File: src/rtl/ripple_add_4bit.sv
// Registered ripple-carry adder.
// A chain of WIDTH full-adder stages is built from per-bit dataflow equations.
// The sum, carry-out and signed-overflow flag are captured one clock after
// in_valid. The outputs hold their values while in_valid is low.
module ripple_add_4bit #(
  parameter int WIDTH = 4
) (
  input  logic             clk,
  input  logic             rst,
  input  logic [WIDTH-1:0] a,
  input  logic [WIDTH-1:0] b,
  input  logic             carry_in,
  input  logic             in_valid,
  output logic [WIDTH-1:0] sum,
  output logic             carry_out,
  output logic             overflow,
  output logic             out_valid
);

  // Carry chain: c[i] is the carry into stage i, and c[WIDTH] leaves the MSB.
  logic [WIDTH:0]   c;
  logic [WIDTH-1:0] s;

  assign c[0] = carry_in;

  // One full adder per bit. The carry ripples upward, stage by stage.
  for (genvar gi = 0; gi < WIDTH; gi++) begin : g_fa
    assign s[gi]   = a[gi] ^ b[gi] ^ c[gi];
    assign c[gi+1] = (a[gi] & b[gi]) | (a[gi] & c[gi]) | (b[gi] & c[gi]);
  end

  logic [WIDTH-1:0] sum_q, sum_d;
  logic             carry_out_q, carry_out_d;
  logic             overflow_q, overflow_d;
  logic             out_valid_q, out_valid_d;

  // Next-state selection: load new results on a valid operand, otherwise hold.
  // The select ensures that junk operands present while in_valid is low
  // never reach the registers.
  always_comb begin
    sum_d       = sum_q;
    carry_out_d = carry_out_q;
    overflow_d  = overflow_q;
    out_valid_d = in_valid;
    if (in_valid) begin
      sum_d       = s;
      carry_out_d = c[WIDTH];
      overflow_d  = c[WIDTH] ^ c[WIDTH-1];
    end
  end

  // Output registers. Reset clears all of them immediately, without a clock edge.
  always_ff @(posedge clk or posedge rst) begin
    if (rst) begin
      sum_q       <= '0;
      carry_out_q <= 1'b0;
      overflow_q  <= 1'b0;
      out_valid_q <= 1'b0;
    end else begin
      sum_q       <= sum_d;
      carry_out_q <= carry_out_d;
      overflow_q  <= overflow_d;
      out_valid_q <= out_valid_d;
    end
  end

  assign sum       = sum_q;
  assign carry_out = carry_out_q;
  assign overflow  = overflow_q;
  assign out_valid = out_valid_q;

endmodule

File: config.mk
export PLATFORM = sky130hd
export DESIGN_NAME = ripple_add_4bit
export DESIGN_NICKNAME = d
export VERILOG_FILES = /design/src/rtl/ripple_add_4bit.sv
export SDC_FILE = /design/constraint.sdc
export NUM_CORES = 1
export LEC_CHECK = 0
export BUFFER_PORTS_ARGS = -buffer_cell sky130_fd_sc_hd__buf_2
export CORE_AREA = 2 2 39 41
export DETAILED_ROUTE_END_ITERATION = 8
export DIE_AREA = 0 0 41 43
export PLACE_DENSITY = 0.59
export SETUP_SLACK_MARGIN = 0.02
export SKIP_CTS_REPAIR_TIMING = 1
export SYNTH_ARGS = -nofsm -noshare
export SYNTH_HDL_FRONTEND = slang
export SYNTH_SLANG_ARGS = --single-unit
File: constraint.sdc
create_clock -name clk -period 1.6 [get_ports clk]
set_input_delay 0 -clock clk [delete_from_list [all_inputs] [get_ports clk]]
set_output_delay 0 -clock clk [all_outputs]
set_load 0.005 [all_outputs]
==> impl_metrics.tcl <==
set metrics [dict create \
    grtUsageTotal 0.0877 \
    crit_path_start_kind "primary input" \
    synthesis.nets 46 \
    ioPinCount 19 \
    drive_gt1_frac 0.661 \
    fin_nets 73 \
    cp-end-kind "register" \
    initial_core_util 0.276 \
    core_area_sq_um 1380 \
    drt-wirelength-per-cell_microns 8.99 \
    synth_cell_types 9 \
    antenna_found_initial 0 \
    synth_area_per_cell_sq_um 12.7 \
    synth_top_family_by_area "adder cells" \
    synth_compound_area_frac 0.0262 \
    synthMuxAreaShare 0.144 \
    finalCriticalPeriod_ps 1560 \
    clk_pin_slew_ps 50 \
    port_buffers 18 \
    syn_area_sq_um 382 \
    std_cell_rows 14 \
    die-area_sq_um 1760 \
    synthSimpleGateAreaFrac 0.0197 \
    grt_use_met1 0.105 \
    syn2layout_area_growth_pct 52.8 \
    finalPower_w 0.000538 \
    synth.yosys.seq_area_share 0.459 \
    cts_tree "built" \
    setup_viol 0 \
    final_common_cell "buf_2" \
    p_leak_nw 0.307 \
    required_ps 1740 \
    dp_hpwl_microns 520 \
    netlist_instances 30 \
    ant_nets 0 \
    drv_slew 0 \
    insertion_delay_ps 250 \
    die_h_microns 43 \
    gp_congestion 0.642 \
    design_area_sq_um 583 \
    hold_violations 0 \
    grt_max_degree 10 \
    hold_ws_ps 186 \
    fmax_mhz 639 \
    busiest_layer "met4" \
    synth_top_cell_by_area "dfrtp_1" \
    cts-buffers-inserted 3 \
    cp_max_fo 2 \
    worstPathArrival_ps 1700 \
    routed_wl_microns 647 \
    cap_viol_max_count 0 \
    max_slew_margin 0.827 \
    status "finished clean" \
    vdd_drop_max_mv 0.296 \
    worstMarginPinSlew_ps 260 \
    viasPerCell 3.79 \
    synth-xor-area-share 0.0230 \
    synthAdderAreaFrac 0.210 \
    postPlaceCellArea_sq_um 505 \
    grt_overflow_total 0 \
    setup_ws_ps 35.9 \
    rsz0062_at_grt "yes" \
    critPathKind "primary input to register" \
    ys_warn_count 0 \
    min_path_type "primary input to register" \
    grt_pass1_vias 246 \
    vias 273 \
    ctsLongestPathBuffers 2 \
    drt_pass1_iterations 2 \
    fillCellCount 141 \
    setup_tns_ps 0 \
    die_x_microns 41 \
    power_density_nw_per_um2 923 \
    synth_top_area_frac 0.459 \
    drcViolationCount 0 \
    drtIter0Drc 2 \
    synthTopCellsByArea "dfrtp_1, fa_1, mux2_4" \
    cts-root-buf "clkbuf_4" \
    grt_util_met2 0.0969 \
    use_met3 0.0314 \
    place_ws_ps -342 \
    period_share 0.978 \
    ys_ff_latch 7 \
    antenna_cells 0 \
    cts_sinks 7 \
    grt_pass1_wl_microns 931 \
    layout_common_cells "buf_2, dfrtp_1" \
    finClkSkew_ps 0 \
    ctsHtreeMaxLevel 1 \
]
-- metrics by stage --
step / std cells / utilization
2_1_floorplan: 30 / -
3_3_place_gp: 64 / 0.365
3_5_place_dp: 64 / 0.365
4_1_cts: 68 / 0.384
5_1_grt: 72 / 0.421
6_report: 72 / 0.421
-- final timing paths --
path / from / endpoint / slack, ps / depth (start not counted)
worst max register to register: sum[2] / sum[2] / 850 / 1
worst min register to register: overflow / overflow / 510 / 1
worst min-delay path: a[0] / sum[0] / 190 / 4
max in group asynchronous: rst / sum[1] / 1180 / 3
worst max-delay path: carry_in / overflow / 40 / 10
min in group asynchronous: rst / out_valid / 210 / 3
-- routing by layer --
metal	wire length (microns)	vias to the layer above	share of wire
met4	37	0	0.057
met5	0	-	0
li1	-	137	-
met2	290	14	0.45
met1	268	117	0.41
met3	50	5	0.077
-- cells by family (layout without fill, tap and decap cells) --
| family | after synthesis | count (layout) |
|---|---|---|
| xor gates and xnor gates | 1 | 1 |
| adders and majority gates | 4 | 4 |
| AOI/OAI and AO/OA | 2 | 2 |
| buffers and inverters | 10 | 36 |
| DFF | 7 | 7 |
| and+or+nand+nor | 2 | 2 |
| muxes | 4 | 4 |
-- state kept, by name, indices dropped and copies added, names as in the netlist --
register and count:
overflow 1, out_valid 1, sum 4, carry_out 1
-- synthesized netlist by cell type --
cell type / instances
a21oi_1: 2
buf_6: 1
dfrtp_1: 7
fa_1: 4
inv_1: 9
mux2_4: 3
mux2i_1: 1
nor2_1: 2
xnor2_1: 1
-- area by class of cell --
cell class | instances | area [sq um] | area share
flip-flops and latches | 7 | 175 | 0.300
repair buffers | 23 | 141 | 0.242
clock buffers | 4 | 26.3 | 0.0451
inverters | 9 | 41.3 | 0.0708
multi-input cells | 13 | 179 | 0.307
well taps | 16 | 20.0 | 0.0343
-- critical path, stage by stage --
cell	delay, ps
buf_4	130
inv_8	40
fa_2	180
inv_2	40
fa_2	330
fa_2	350
buf_4	140
buf_4	130
xnor2_2	120
mux2_4	250
-- power by group --
group	switching [W]	internal [W]	leakage, nW
registers	0.0000155	0.000209	0.0806
logic	0.0000589	0.0000951	0.211
clock network	0.0000647	0.0000951	0.0150
total	0.000139	0.000399	0.307
Power figures use the tool's default switching activity.
